--- src/rtl/pipe_ctrl_if.sv ---
// Handshake bundle between the pipeline stages and the hazard controller:
// stage requests flow in, hold/flush/redirect controls flow back out.
interface pipe_ctrl_if #(
  parameter int ADDR_W = 32
);
  logic              id_load_use_req;
  logic              ex_branch_req;
  logic [ADDR_W-1:0] ex_branch_target;
  logic              mem_req;
  logic              mem_done;
  logic [5:0]        stall_o;
  logic              flush_o;
  logic              pc_redirect_o;
  logic [ADDR_W-1:0] new_pc_o;
  logic              ignore_o;
  logic              mem_timeout_o;

  modport master (
    output id_load_use_req, ex_branch_req, ex_branch_target, mem_req, mem_done,
    input  stall_o, flush_o, pc_redirect_o, new_pc_o, ignore_o, mem_timeout_o
  );

  modport slave (
    input  id_load_use_req, ex_branch_req, ex_branch_target, mem_req, mem_done,
    output stall_o, flush_o, pc_redirect_o, new_pc_o, ignore_o, mem_timeout_o
  );
endinterface

--- src/rtl/pipe_ctrl.sv ---
// Hazard and sequencing controller for the 5-stage core: arbitrates MEM waits,
// EX redirects and ID load-use stalls into hold, flush and redirect controls.
module pipe_ctrl #(
  parameter int ADDR_W      = 32,
  parameter int MEM_TIMEOUT = 15,
  parameter int CNT_W       = 32
) (
  input  logic             clk,
  input  logic             rst,
  pipe_ctrl_if.slave       bus,
  output logic [1:0]       state_o,
  output logic [CNT_W-1:0] stall_cnt_o,
  output logic [CNT_W-1:0] flush_cnt_o
);

  localparam logic [1:0] ST_RUN      = 2'd0;
  localparam logic [1:0] ST_MEM_WAIT = 2'd1;
  localparam logic [1:0] ST_FLUSH    = 2'd2;
  localparam logic [1:0] ST_BUBBLE   = 2'd3;

  localparam logic [5:0] STALL_NONE = 6'b000000;
  localparam logic [5:0] STALL_LU   = 6'b000011;
  localparam logic [5:0] STALL_MEM  = 6'b001111;

  // The entry cycle in RUN is the first stall cycle, so the last MEM_WAIT
  // cycle is the one where the counter shows MEM_TIMEOUT-2.
  localparam int              WAIT_W    = $clog2(MEM_TIMEOUT + 1);
  localparam logic [WAIT_W-1:0] WAIT_LAST = WAIT_W'(MEM_TIMEOUT - 2);

  logic [1:0]        state_r;
  logic [1:0]        state_next_s;
  logic [WAIT_W-1:0] wait_cnt_r;
  logic [WAIT_W-1:0] wait_next_s;
  logic              ignore_r;
  logic              timeout_r;
  logic [CNT_W-1:0]  stall_cnt_r;
  logic [CNT_W-1:0]  flush_cnt_r;

  logic              mem_stall_s;
  logic              eval_s;
  logic              lu_ok_s;
  logic              timeout_s;
  logic [5:0]        stall_s;
  logic              flush_s;
  logic              redirect_s;
  logic [ADDR_W-1:0] new_pc_s;

  // Memory-side arbitration: decides whether MEM holds the pipe and whether
  // branch/load-use requests get a look this cycle.
  always_comb begin
    mem_stall_s = 1'b0;
    eval_s      = 1'b0;
    lu_ok_s     = 1'b0;
    timeout_s   = 1'b0;
    wait_next_s = wait_cnt_r;
    case (state_r)
      ST_RUN, ST_BUBBLE: begin
        if (bus.mem_req && !bus.mem_done) begin
          mem_stall_s = 1'b1;
          wait_next_s = {WAIT_W{1'b0}};
        end else begin
          eval_s  = 1'b1;
          lu_ok_s = (state_r == ST_RUN);
        end
      end
      ST_MEM_WAIT: begin
        if (bus.mem_done) begin
          eval_s      = 1'b1;
          lu_ok_s     = 1'b1;
          wait_next_s = {WAIT_W{1'b0}};
        end else begin
          mem_stall_s = 1'b1;
          wait_next_s = wait_cnt_r + 1'b1;
          if (wait_cnt_r == WAIT_LAST) begin
            timeout_s = 1'b1;
          end else begin
            timeout_s = 1'b0;
          end
        end
      end
      ST_FLUSH: begin
        if (bus.mem_req && !bus.mem_done) begin
          mem_stall_s = 1'b1;
          wait_next_s = {WAIT_W{1'b0}};
        end else begin
          mem_stall_s = 1'b0;
        end
      end
      default: begin
        mem_stall_s = 1'b0;
      end
    endcase
  end

  // Fixed priority MEM > branch > load-use; everything is silenced in reset.
  always_comb begin
    stall_s      = STALL_NONE;
    flush_s      = 1'b0;
    redirect_s   = 1'b0;
    new_pc_s     = {ADDR_W{1'b0}};
    state_next_s = ST_RUN;
    if (!rst) begin
      state_next_s = ST_RUN;
    end else if (mem_stall_s) begin
      stall_s      = STALL_MEM;
      state_next_s = timeout_s ? ST_RUN : ST_MEM_WAIT;
    end else if (eval_s && bus.ex_branch_req) begin
      flush_s      = 1'b1;
      redirect_s   = 1'b1;
      new_pc_s     = bus.ex_branch_target;
      state_next_s = ST_FLUSH;
    end else if (eval_s && lu_ok_s && bus.id_load_use_req) begin
      stall_s      = STALL_LU;
      state_next_s = ST_BUBBLE;
    end else begin
      state_next_s = ST_RUN;
    end
  end

  // FSM state, wait counter and the registered status flags.
  always_ff @(posedge clk) begin
    if (!rst) begin
      state_r    <= ST_RUN;
      wait_cnt_r <= {WAIT_W{1'b0}};
      ignore_r   <= 1'b0;
      timeout_r  <= 1'b0;
    end else begin
      state_r    <= state_next_s;
      wait_cnt_r <= wait_next_s;
      ignore_r   <= (state_next_s == ST_FLUSH);
      timeout_r  <= timeout_s;
    end
  end

  // Saturating performance counters.
  always_ff @(posedge clk) begin
    if (!rst) begin
      stall_cnt_r <= {CNT_W{1'b0}};
      flush_cnt_r <= {CNT_W{1'b0}};
    end else begin
      if (stall_s[0] && !(&stall_cnt_r)) begin
        stall_cnt_r <= stall_cnt_r + 1'b1;
      end else begin
        stall_cnt_r <= stall_cnt_r;
      end
      if (flush_s && !(&flush_cnt_r)) begin
        flush_cnt_r <= flush_cnt_r + 1'b1;
      end else begin
        flush_cnt_r <= flush_cnt_r;
      end
    end
  end

  assign bus.stall_o       = stall_s;
  assign bus.flush_o       = flush_s;
  assign bus.pc_redirect_o = redirect_s;
  assign bus.new_pc_o      = new_pc_s;
  assign bus.ignore_o      = ignore_r;
  assign bus.mem_timeout_o = timeout_r;
  assign state_o           = state_r;
  assign stall_cnt_o       = stall_cnt_r;
  assign flush_cnt_o       = flush_cnt_r;

endmodule

--- src/flat_wrapper.sv ---
// flat-port wrapper written by rule: the top's interface ports become plain ports
module pipe_ctrl_flat 
#(
  parameter int ADDR_W      = 32,
  parameter int MEM_TIMEOUT = 15,
  parameter int CNT_W       = 32
)
  (clk, rst, state_o, stall_cnt_o, flush_cnt_o, bus_id_load_use_req, bus_ex_branch_req, bus_ex_branch_target, bus_mem_req, bus_mem_done, bus_stall_o, bus_flush_o, bus_pc_redirect_o, bus_new_pc_o, bus_ignore_o, bus_mem_timeout_o);
  pipe_ctrl_if #(.ADDR_W(ADDR_W)) bus_i ();
  input  logic clk;
  input  logic rst;
  output logic [1:0] state_o;
  output logic [CNT_W-1:0] stall_cnt_o;
  output logic [CNT_W-1:0] flush_cnt_o;
  input wire logic [$bits(bus_i.id_load_use_req)-1:0] bus_id_load_use_req;
  input wire logic [$bits(bus_i.ex_branch_req)-1:0] bus_ex_branch_req;
  input wire logic [$bits(bus_i.ex_branch_target)-1:0] bus_ex_branch_target;
  input wire logic [$bits(bus_i.mem_req)-1:0] bus_mem_req;
  input wire logic [$bits(bus_i.mem_done)-1:0] bus_mem_done;
  output wire logic [$bits(bus_i.stall_o)-1:0] bus_stall_o;
  output wire logic [$bits(bus_i.flush_o)-1:0] bus_flush_o;
  output wire logic [$bits(bus_i.pc_redirect_o)-1:0] bus_pc_redirect_o;
  output wire logic [$bits(bus_i.new_pc_o)-1:0] bus_new_pc_o;
  output wire logic [$bits(bus_i.ignore_o)-1:0] bus_ignore_o;
  output wire logic [$bits(bus_i.mem_timeout_o)-1:0] bus_mem_timeout_o;
  assign bus_i.id_load_use_req = bus_id_load_use_req;
  assign bus_i.ex_branch_req = bus_ex_branch_req;
  assign bus_i.ex_branch_target = bus_ex_branch_target;
  assign bus_i.mem_req = bus_mem_req;
  assign bus_i.mem_done = bus_mem_done;
  assign bus_stall_o = bus_i.stall_o;
  assign bus_flush_o = bus_i.flush_o;
  assign bus_pc_redirect_o = bus_i.pc_redirect_o;
  assign bus_new_pc_o = bus_i.new_pc_o;
  assign bus_ignore_o = bus_i.ignore_o;
  assign bus_mem_timeout_o = bus_i.mem_timeout_o;
  pipe_ctrl #(.ADDR_W(ADDR_W), .MEM_TIMEOUT(MEM_TIMEOUT), .CNT_W(CNT_W)) u_core (.clk(clk), .rst(rst), .bus(bus_i), .state_o(state_o), .stall_cnt_o(stall_cnt_o), .flush_cnt_o(flush_cnt_o));
endmodule
--- config.mk ---
export PLATFORM = sky130hd
export DESIGN_NAME = pipe_ctrl_flat
export DESIGN_NICKNAME = d
export VERILOG_FILES = /design/src/rtl/pipe_ctrl_if.sv /design/src/rtl/pipe_ctrl.sv /design/src/flat_wrapper.sv
export SDC_FILE = /design/constraint.sdc
export NUM_CORES = 1
export LEC_CHECK = 0
export BUFFER_PORTS_ARGS = -buffer_cell sky130_fd_sc_hd__buf_2
export CAP_MARGIN = 30
export CORE_ASPECT_RATIO = 1.5
export CORE_UTILIZATION = 54
export DETAILED_ROUTE_END_ITERATION = 10
export MAX_ROUTING_LAYER = met4
export PLACE_DENSITY = 0.86
export SLEW_MARGIN = 15
export SYNTH_ARGS = -nofsm -noshare
export SYNTH_HDL_FRONTEND = slang
export SYNTH_SLANG_ARGS = --single-unit
--- constraint.sdc ---
create_clock -name clk -period 5.9 [get_ports clk]
set_input_delay 0.59 -clock clk [delete_from_list [all_inputs] [get_ports clk]]
set_output_delay 0.59 -clock clk [all_outputs]
set_load 0.03 [all_outputs]
==> report_table.html, run 1 <==
<table>
<tr><th>Metric</th><th>Value</th></tr>
<tr><th colspan="2">Status</th></tr>
<tr><td>Status</td><td>completed</td></tr>
<tr><th colspan="2">Cells and area</th></tr>
<tr><td>Ant diodes</td><td>0</td></tr>
<tr><td>P&amp;R area growth vs syn</td><td>21.9%</td></tr>
<tr><td>Final-stage net count</td><td>669</td></tr>
<tr><td>Count of fill cells added during filler insertion</td><td>669</td></tr>
<tr><td>Area of all placed cells without fillers</td><td>5030 um^2</td></tr>
<tr><td>Final non-filler cell total</td><td>728</td></tr>
<tr><td>Layout cell share with drive strength beyond 1</td><td>0.277</td></tr>
<tr><th colspan="2">Logic synthesis</th></tr>
<tr><td>Mean cell area of the mapped netlist</td><td>8.22 um^2</td></tr>
<tr><td>Portion of synthesized cell area occupied by the leading cell type</td><td>0.349</td></tr>
<tr><td>Adder-cell area share of the yosys netlist</td><td>0.0243</td></tr>
<tr><td>Post-synthesis sequential area ratio</td><td>0.349</td></tr>
<tr><td>Flop and latch count out of synthesis</td><td>72</td></tr>
<tr><td>Synthesized area</td><td>approximately 4100 um^2</td></tr>
<tr><td>Synthesized netlist cell count</td><td>502</td></tr>
<tr><td>Synthesis warning total</td><td>0</td></tr>
<tr><td>Leading post-synthesis cells by instance count</td><td>dfxtp_1, a21oi_1, nand2_1</td></tr>
<tr><td>Synthesized-area fraction occupied by xor and xnor cells</td><td>0.00425</td></tr>
<tr><td>Mux cell area share after synthesis</td><td>0.0461</td></tr>
<tr><td>Top cells by area, synth</td><td>dfxtp_1, and3_1, o31ai_1, or4_1, a21oi_1</td></tr>
<tr><td>Distinct cells, synth</td><td>48</td></tr>
<tr><td>Number of flops mapped to enable cells by yosys</td><td>0</td></tr>
<tr><td>Most common cell in the netlist</td><td>dfxtp_1</td></tr>
<tr><td>Dominant combinational cell family by area after synthesis</td><td>simple AND/OR/NAND/NOR gates</td></tr>
<tr><td>Post-synth top area cell</td><td>dfxtp_1</td></tr>
<tr><td>Synth Flop Type</td><td>dfxtp_1</td></tr>
<tr><td>Area fraction in compound gates after synthesis</td><td>0.163</td></tr>
<tr><td>Post-synthesis simple-gate area fraction</td><td>0.356</td></tr>
<tr><td>Share of flip-flops with an asynchronous set or reset</td><td>0</td></tr>
<tr><th colspan="2">Clock network</th></tr>
<tr><td>Sink count of the clock tree</td><td>72</td></tr>
<tr><td>TritonCTS clock tree</td><td>built</td></tr>
<tr><td>Post-cts repair resize count</td><td>0</td></tr>
<tr><td>CTS Hold Bufs</td><td>0</td></tr>
<tr><td>Clock transition at the registers of the reported paths</td><td>0.07 ns</td></tr>
<tr><td>Latest clock arrival within the worst-skew pair</td><td>0.35 ns</td></tr>
<tr><td>Buffers inserted by post-CTS timing repair</td><td>0</td></tr>
<tr><td>TritonCTS Buffers</td><td>9</td></tr>
<tr><td>Clock root buffer master</td><td>clkbuf_8</td></tr>
<tr><td>Max clock buf depth</td><td>2</td></tr>
<tr><td>Count of H-tree levels built during CTS</td><td>3</td></tr>
<tr><th colspan="2">Route</th></tr>
<tr><td>Drt pass-1 iters</td><td>6</td></tr>
<tr><td>Count of nets left with antenna violations after detail routing</td><td>0</td></tr>
<tr><td>1st-iter DRT viols</td><td>361</td></tr>
<tr><td>Vias</td><td>4,451</td></tr>
<tr><td>Vias per cell</td><td>6.11</td></tr>
<tr><td>Routed length per instance</td><td>between 15 and 20 um</td></tr>
<tr><td>Total wire length after detailed routing</td><td>11,500 um</td></tr>
<tr><td>Drc violations</td><td>0</td></tr>
<tr><th colspan="2">STA</th></tr>
<tr><td>Fin Setup TNS</td><td>0 ns</td></tr>
<tr><td>Unrepaired setup endpoints after global routing</td><td>false</td></tr>
<tr><td>Transition time at the pin with the least slew margin</td><td>slightly below 1 ns</td></tr>
<tr><td>Min setup slack post-route</td><td>around 2.4 ns</td></tr>
<tr><td>Final clock skew</td><td>0.00720 ns</td></tr>
<tr><td>Max_slew headroom</td><td>0.333</td></tr>
<tr><td>Portion of the clock cycle consumed by the worst path in the final layout</td><td>0.594</td></tr>
<tr><td>Final setup vio count</td><td>0</td></tr>
<tr><td>Hold slack</td><td>approximately 0.50 ns</td></tr>
<tr><td>Achievable clock frequency</td><td>285 MHz</td></tr>
<tr><td>Final hold viol count</td><td>0</td></tr>
<tr><td>Clock period minus worst slack</td><td>3.51 ns</td></tr>
<tr><td>Final Max Slew Viols</td><td>0</td></tr>
<tr><th colspan="2">Place</th></tr>
<tr><td>Cell area reported after detailed placement</td><td>4830 um^2</td></tr>
<tr><td>Minimum setup slack after placement</td><td>2.17 ns</td></tr>
<tr><td>Post-DP HPWL</td><td>8060 um</td></tr>
<tr><td>PortBufs</td><td>roughly 140</td></tr>
<tr><td>Routability congestion estimate from global placement</td><td>about 0.91</td></tr>
<tr><td>Cell total after placement</td><td>around 710</td></tr>
<tr><th colspan="2">Critical path</th></tr>
<tr><td>End of the worst register-to-register path</td><td>u_core.flush_cnt_o[16]</td></tr>
<tr><td>Number of cells traversed by the worst register-to-register path</td><td>7</td></tr>
<tr><td>Critical path capture point type</td><td>output port</td></tr>
<tr><td>Worst flop-to-flop path startpoint</td><td>u_core.state_o[0]</td></tr>
<tr><td>R2r setup slk</td><td>2.82 ns</td></tr>
<tr><td>Required arrival time at the worst endpoint</td><td>between 5 and 6 ns</td></tr>
<tr><td>Startpoint kind of the worst setup timing path</td><td>input port</td></tr>
<tr><td>Worst setup path category</td><td>input port to output port</td></tr>
<tr><td>Data arrival time of the critical path</td><td>2.92 ns</td></tr>
<tr><td>Maximum fanout encountered on the critical timing path</td><td>55</td></tr>
<tr><th colspan="2">Die</th></tr>
<tr><td>Number of rows created at floorplan</td><td>38</td></tr>
<tr><td>Core Area</td><td>between 7000 and 8000 um^2</td></tr>
<tr><td>Die outline width</td><td>roughly 73 um</td></tr>
<tr><td>Die Height</td><td>109 um</td></tr>
<tr><td>I/O pin total</td><td>146</td></tr>
<tr><td>Starting density of the core</td><td>0.563</td></tr>
<tr><td>Die Outline Area</td><td>8000 um^2</td></tr>
<tr><th colspan="2">Power</th></tr>
<tr><td>Total power divided by cell area</td><td>between 150 and 200 nW/um^2</td></tr>
<tr><td>Peak ir drop on the vdd network</td><td>about 0.13 mV</td></tr>
<tr><td>Leakage component of the power</td><td>approximately 0.0022 uW</td></tr>
<tr><th colspan="2">Worst hold path</th></tr>
<tr><td>Min-delay worst type</td><td>register to register</td></tr>
<tr><td>Hold Crit Start</td><td>u_core.stall_cnt_o[31]</td></tr>
<tr><td>Worst hold endpoint</td><td>u_core.stall_cnt_o[31]</td></tr>
<tr><td>Number of instances on the worst hold path</td><td>2</td></tr>
<tr><th colspan="2">Global route</th></tr>
<tr><td>Congestion Overflow GR</td><td>0</td></tr>
<tr><td>Global-route wire length before repair</td><td>17,700 um</td></tr>
<tr><td>Overall fraction of global-route tracks in use</td><td>0.287</td></tr>
<tr><td>Maximum number of pins on one net before global-route repair</td><td>56</td></tr>
<tr><td>Number of global-route vias before repair</td><td>3,946</td></tr>
<tr><td>Initial antenna violation count</td><td>0</td></tr>
<tr><th colspan="2">Job</th></tr>
<tr><td>Max-capacitance violation count</td><td>0</td></tr>
</table>
how the worst max path moves through the flow:
stage	startpoint	to	slack [ns]
2_1_floorplan	u_core.state_o[1]	bus_stall_o[1]	2.78
3_3_place_gp	u_core.state_o[0]	bus_pc_redirect_o	2.42
3_5_place_dp	u_core.state_o[0]	bus_flush_o	2.17
4_1_cts	u_core.state_o[0]	bus_flush_o	1.77
5_1_grt	rst	bus_stall_o[0]	2.17
6_report	rst	bus_stall_o[1]	2.39
critical path, stage by stage:
cell and delay, ns:
buf_2 0.08, buf_4 0.38, inv_2 0.43, nor4b_1 0.58, a31oi_4 0.12, buf_4 0.31, inv_1 0.17, buf_2 0.22
where the power goes:
| group | switching (uW) | internal [uW] | total (uW) | leakage [uW] |
|---|---|---|---|---|
| sequential | 4.54 | 490 | 494 | 0.000581 |
| clock | 176 | 194 | 369 | 0.0000941 |
| combinational | 91.4 | 39.7 | 131 | 0.00148 |
logic make-up (layout without fill, tap and decap cells):
| logic type | Yosys count | after routing |
|---|---|---|
| AOI/OAI and AO/OA | 104 | 104 |
| xor gates and xnor gates | 2 | 2 |
| adders and majority gates | 8 | 8 |
| buffers and inverters | 50 | 175 |
| DFF | 72 | 72 |
| muxes | 19 | 19 |
| other | 1 | 2 |
| and+or+nand+nor | 246 | 246 |
placed cells by master, fill, tap and decap left out, drive strengths merged, types with 6 or more instances in the layout:
cell	synthesis	final
or4	36	36
o31ai	34	34
clkbuf	28	12
nor2	15	15
a21oi	43	43
nor4	14	14
nand4	29	29
nand3	22	22
nand2	43	43
and4	7	7
buf	11	148
mux2i	19	19
ha	8	8
nand2b	14	14
dfxtp	72	72
nor3	6	6
nor4b	6	6
o21ai	7	7
inv	11	11
and3	41	41
per-layer routing:
| layer | global-route usage | routed length (um) | up-vias |
|---|---|---|---|
| li1 | - | - | 2165 |
| met1 | 0.326 | 4830 | 2101 |
| met2 | 0.473 | 5860 | 157 |
| met3 | 0.0555 | 535 | 28 |
| met4 | 0.148 | 283 | 0 |
| met5 | - | 0 | - |
state kept, by name, indices dropped and copies added (netlist names):
signal,flops
u_core.bus.mem_timeout_o,1
u_core.flush_cnt_o,32
u_core.state_o,2
u_core.wait_cnt_r,4
u_core.stall_cnt_o,32
u_core.bus.ignore_o,1
stage by stage:
stage               utilization  power (uW)
global placement          0.660         627
global route              0.687        1030
CTS                       0.685         995
finish                    0.687         995
detailed placement        0.660         632
floorplan                     -         594
area by class of cell:
class	instances	area, um^2	share of cell area
inverter	11	41.3	0.00821
multi-input combinational	381	2480	0.493
sequential	72	1440	0.287
clock buffer	12	135	0.0269
timing repair buffer	148	761	0.151
clock inverter	4	45.0	0.00896
tap	100	125	0.0249
No activity file was read; power rests on OpenSTA's default activity.
==> run 2, diff against run 1 <==
--- a/config.mk
+++ b/config.mk
@@ -5,13 +5,14 @@
 export SDC_FILE = /design/constraint.sdc
 export NUM_CORES = 1
 export LEC_CHECK = 0
+export ABC_AREA = 1
 export BUFFER_PORTS_ARGS = -buffer_cell sky130_fd_sc_hd__buf_2
 export CAP_MARGIN = 30
 export CORE_ASPECT_RATIO = 1.5
-export CORE_UTILIZATION = 54
+export CORE_UTILIZATION = 48
 export DETAILED_ROUTE_END_ITERATION = 10
 export MAX_ROUTING_LAYER = met4
-export PLACE_DENSITY = 0.86
+export PLACE_DENSITY = 0.78
 export SLEW_MARGIN = 15
 export SYNTH_ARGS = -nofsm -noshare
 export SYNTH_HDL_FRONTEND = slang
==> constraint.sdc (replaced) <==
create_clock -name clk -period 2.9 [get_ports clk]
set_input_delay 0.29 -clock clk [delete_from_list [all_inputs] [get_ports clk]]
set_output_delay 0.29 -clock clk [all_outputs]
set_load 0.03 [all_outputs]
==> run 2 against run 1 <==
  * The flow now finishes with violations (design-rule violations)
  * Synthesized cell count increased by 63%
  * Largest power group is now clock
  * Sequential share of layout area decreased by 4.4 points
  * Power increased to 2.5 times the previous value
  * Global-route usage decreased by 1.8 points
  * Combinational power increased to 2.6 times the previous value
  * Die area increased by 33%
  * Critical path type is now register to output port
  * Synthesized area increased by 19%
  * Flip-flop and latch count unchanged
  * Worst hold slack got worse by 0.20 ns
  * Sequential power increased by 100%
  * Wire length increased by 18%
  * Clock skew about the same
==> report_table.html, run 2 <==
<table>
<tr><th>Metric</th><th>Value</th></tr>
<tr><th colspan="2">Critical path</th></tr>
<tr><td>Worst setup path category</td><td>register to output port</td></tr>
<tr><td>Logic depth of the worst path, buffers included</td><td>8</td></tr>
<tr><td>Cell-by-cell trace of the critical path</td><td>inv_1, ha_1, o21ai_1, nand3_2, nor2_8, clkinvlp_4, nor2_1, buf_2</td></tr>
<tr><td>Startpoint kind of the worst setup timing path</td><td>register</td></tr>
<tr><td>Family of cells with the greatest summed delay on the critical path</td><td>simple AND/OR/NAND/NOR gates</td></tr>
<tr><td>Critical path capture point type</td><td>output port</td></tr>
<tr><td>Number of buffers and inverters on the critical path</td><td>3</td></tr>
<tr><td>Data arrival time of the critical path</td><td>about 2.4 ns</td></tr>
<tr><td>Number of cells traversed by the worst register-to-register path</td><td>11</td></tr>
<tr><td>Slowest cell delay on critical path</td><td>around 0.34 ns</td></tr>
<tr><td>Maximum fanout encountered on the critical timing path</td><td>16</td></tr>
<tr><td>Required arrival time at the worst endpoint</td><td>2.61 ns</td></tr>
<tr><td>Cell at the slowest stage of the critical path</td><td>dfxtp_1</td></tr>
<tr><th colspan="2">Logic synthesis</th></tr>
<tr><td>Most common cell in the netlist</td><td>nand2_1</td></tr>
<tr><td>Distinct cells, synth</td><td>32</td></tr>
<tr><td>Share of flip-flops with an asynchronous set or reset</td><td>0</td></tr>
<tr><td>Synthesized area</td><td>between 4000 and 5000 um^2</td></tr>
<tr><td>Top cells by area, synth</td><td>dfxtp_1, nand2_1, nor2_1, a21oi_1, inv_1</td></tr>
<tr><td>Post-synth top area cell</td><td>dfxtp_1</td></tr>
<tr><td>Synth Flop Type</td><td>dfxtp_1</td></tr>
<tr><td>Synthesis warning total</td><td>0</td></tr>
<tr><td>Mean cell area of the mapped netlist</td><td>5.99 um^2</td></tr>
<tr><td>Dominant combinational cell family by area after synthesis</td><td>simple AND/OR/NAND/NOR gates</td></tr>
<tr><td>Post-synthesis sequential area ratio</td><td>0.294</td></tr>
<tr><td>Flop and latch count out of synthesis</td><td>72</td></tr>
<tr><td>Mux cell area share after synthesis</td><td>0</td></tr>
<tr><td>Number of flops mapped to enable cells by yosys</td><td>0</td></tr>
<tr><td>Synthesized-area fraction occupied by xor and xnor cells</td><td>0.0554</td></tr>
<tr><td>Leading post-synthesis cells by instance count</td><td>nand2_1, nor2_1, dfxtp_1</td></tr>
<tr><td>Adder-cell area share of the yosys netlist</td><td>0.0204</td></tr>
<tr><td>Portion of synthesized cell area occupied by the leading cell type</td><td>0.294</td></tr>
<tr><td>Synthesized netlist cell count</td><td>819</td></tr>
<tr><td>Area fraction in compound gates after synthesis</td><td>0.0717</td></tr>
<tr><td>Post-synthesis simple-gate area fraction</td><td>0.467</td></tr>
<tr><th colspan="2">Route</th></tr>
<tr><td>Highest routed metal layer</td><td>met4</td></tr>
<tr><td>Met2 wirelength from detailed routing</td><td>7130 um</td></tr>
<tr><td>Met3 wirelength from detailed routing</td><td>558 um</td></tr>
<tr><td>Drc violations</td><td>6</td></tr>
<tr><td>Sum of routed wire segments on met1</td><td>5330 um</td></tr>
<tr><td>Vias</td><td>5,345</td></tr>
<tr><td>Routed length per instance</td><td>12.7 um</td></tr>
<tr><td>Vias per cell</td><td>between 4 and 5</td></tr>
<tr><td>Count of nets left with antenna violations after detail routing</td><td>0</td></tr>
<tr><td>1st-iter DRT viols</td><td>143</td></tr>
<tr><td>Drt pass-1 iters</td><td>7</td></tr>
<tr><td>Total wire length after detailed routing</td><td>13,600 um</td></tr>
<tr><th colspan="2">STA</th></tr>
<tr><td>Achievable clock frequency</td><td>377 MHz</td></tr>
<tr><td>Max_slew headroom</td><td>0.562</td></tr>
<tr><td>Final hold viol count</td><td>0</td></tr>
<tr><td>Final setup vio count</td><td>0</td></tr>
<tr><td>Final clock skew</td><td>0.00685 ns</td></tr>
<tr><td>Portion of the clock cycle consumed by the worst path in the final layout</td><td>0.915</td></tr>
<tr><td>Final Max Slew Viols</td><td>0</td></tr>
<tr><td>Clock period minus worst slack</td><td>2.65 ns</td></tr>
<tr><td>Min setup slack post-route</td><td>between 0.2 and 0.25 ns</td></tr>
<tr><td>Transition time at the pin with the least slew margin</td><td>approximately 0.66 ns</td></tr>
<tr><td>Unrepaired setup endpoints after global routing</td><td>false</td></tr>
<tr><td>Fin Setup TNS</td><td>0 ns</td></tr>
<tr><th colspan="2">Job</th></tr>
<tr><td>Max-capacitance violation count</td><td>0</td></tr>
<tr><th colspan="2">Power</th></tr>
<tr><td>Internal power</td><td>1830 uW</td></tr>
<tr><td>Total net switching power</td><td>666 uW</td></tr>
<tr><td>Peak ir drop on the vdd network</td><td>~0.28 mV</td></tr>
<tr><td>Fraction of power consumed by sequential logic</td><td>0.407</td></tr>
<tr><td>Comb power frac</td><td>0.138</td></tr>
<tr><td>Total power divided by cell area</td><td>approximately 420 nW/um^2</td></tr>
<tr><td>Leakage component of the power</td><td>~0.0027 uW</td></tr>
<tr><td>Pwr Total</td><td>2490 uW</td></tr>
<tr><td>Clock share of power</td><td>0.455</td></tr>
<tr><td>Sw frac</td><td>0.267</td></tr>
<tr><th colspan="2">Place</th></tr>
<tr><td>Post-DP HPWL</td><td>10,300 um</td></tr>
<tr><td>Routability congestion estimate from global placement</td><td>~0.94</td></tr>
<tr><td>PortBufs</td><td>roughly 140</td></tr>
<tr><td>Cell total after placement</td><td>1,053</td></tr>
<tr><td>Minimum setup slack after placement</td><td>roughly 0.50 ns</td></tr>
<tr><th colspan="2">Status</th></tr>
<tr><td>Status</td><td>complete, but fails checks</td></tr>
<tr><td>Violated checks</td><td>design-rule violations</td></tr>
<tr><th colspan="2">Die</th></tr>
<tr><td>Number of rows created at floorplan</td><td>44</td></tr>
<tr><td>Die Height</td><td>126 um</td></tr>
<tr><td>Starting density of the core</td><td>0.500</td></tr>
<tr><td>Core Area</td><td>9800 um^2</td></tr>
<tr><td>I/O pin total</td><td>146</td></tr>
<tr><td>Die outline width</td><td>about 85 um</td></tr>
<tr><td>Die Outline Area</td><td>10,600 um^2</td></tr>
<tr><th colspan="2">Clock network</th></tr>
<tr><td>Sink count of the clock tree</td><td>72</td></tr>
<tr><td>Max clock buf depth</td><td>2</td></tr>
<tr><td>Latest clock arrival within the worst-skew pair</td><td>0.34 ns</td></tr>
<tr><td>Clock root buffer master</td><td>clkbuf_16</td></tr>
<tr><td>Count of H-tree levels built during CTS</td><td>3</td></tr>
<tr><td>TritonCTS clock tree</td><td>built</td></tr>
<tr><td>Clock transition at the registers of the reported paths</td><td>~0.050 ns</td></tr>
<tr><td>TritonCTS Buffers</td><td>9</td></tr>
<tr><td>CTS Hold Bufs</td><td>0</td></tr>
<tr><th colspan="2">Cells and area</th></tr>
<tr><td>Most frequent cells in the layout</td><td>nand2_1, nor2_1, buf_2</td></tr>
<tr><td>Final-stage net count</td><td>997</td></tr>
<tr><td>Ant diodes</td><td>0</td></tr>
<tr><td>Layout cell share with drive strength beyond 1</td><td>0.198</td></tr>
<tr><td>Most common library cell in the layout ignoring fill and taps</td><td>nand2_1</td></tr>
<tr><td>P&amp;R area growth vs syn</td><td>21.1%</td></tr>
<tr><td>Fin util</td><td>0.606</td></tr>
<tr><td>Final non-filler cell total</td><td>1,070</td></tr>
<tr><th colspan="2">Global route</th></tr>
<tr><td>Number of global-route vias before repair</td><td>4,878</td></tr>
<tr><td>Overall fraction of global-route tracks in use</td><td>0.268</td></tr>
<tr><td>Congestion Overflow GR</td><td>0</td></tr>
<tr><td>Global-route wire length before repair</td><td>about 22,000 um</td></tr>
<tr><td>Maximum number of pins on one net before global-route repair</td><td>60</td></tr>
<tr><td>Initial antenna violation count</td><td>0</td></tr>
<tr><th colspan="2">Worst hold path</th></tr>
<tr><td>Number of instances on the worst hold path</td><td>3</td></tr>
<tr><td>Min-delay worst type</td><td>input port to register</td></tr>
</table>
[run 2: cell count changes after synthesis, sizes merged, moves of 22 or more]
| cell | delta |
|---|---|
| nand2 | +272 |
| nor2 | +155 |
| inv | +56 |
| and3 | -41 |
| or4 | -36 |
| o31ai | -34 |
| nand3b | +23 |
| xor2 | +22 |
[run 2: power groups by stage]
stage                     Sequential, uW  Clock, uW  Combinational (uW)
final                               1010       1130                 343
after CTS                           1010       1160                 337
after global routing                1020       1210                 375
after detailed placement            1040          0                 336
after floorplan                     1060          0                 239
after global placement              1040          0                 333
[run 2: worst paths after layout]
check                                       startpoint                endpoint  slack, ns
worst max-delay path                 u_core.state_o[1]        bus_new_pc_o[23]       0.25
worst min-delay path                 bus_ex_branch_req     u_core.bus.ignore_o       0.30
worst max register to register   u_core.stall_cnt_o[0]  u_core.stall_cnt_o[17]       0.65
worst min register to register  u_core.stall_cnt_o[31]  u_core.stall_cnt_o[31]       0.51
[run 2: per-layer routing]
layer | vias to the layer above | global-route usage
met4 | 0 | 0.139
met1 | 2377 | 0.277
li1 | 2799 | -
met3 | 36 | 0.0380
met2 | 133 | 0.489
met5 | - | -
[run 2: layout make-up]
cell class                      instances  area (um^2)
Tap cell                              115          144
Timing Repair inverter                  1         7.51
Inverter                               67          258
Fill cell                            1017         3860
Clock buffer                           13          270
Timing Repair Buffer                  147          758
Clock inverter                          2         37.5
Multi-Input combinational cell        653         3020
Sequential cell                        72         1440
[run 2: what timing repair did]
| action | CTS | global route |
|---|---|---|
| gates resized for setup | 0 | 2 |
| endpoints found under the hold margin | 0 | 0 |
| endpoints found under the setup margin | 0 | 32 |
| setup buffers | 0 | 1 |
[run 2: kinds of logic after synthesis]
group                    after synthesis
AO/OA/AOI/OAI                         68
other                                  1
flip-flops                            72
XOR/XNOR                              31
adder cells (fa/ha/maj)                8
buffers and inverters                 95
AND/OR/NAND/NOR                      544
[run 2: through the flow]
stage                     hold slack [ns]  area [um^2]
after global routing                0.309         5940
after global placement              0.479         5600
after CTS                           0.284         5910
final                               0.300         5940
after detailed placement            0.502         5600
after floorplan                     0.428         4910
[run 2: worst register-to-register path: cells and delay by family (launching register included)]
kind / cells / cell delay, ns
AND/OR/NAND/NOR: 9 / 1.18
adder cells (fa/ha/maj): 1 / 0.28
flip-flops: 1 / 0.43
buffers and inverters: 1 / 0.25
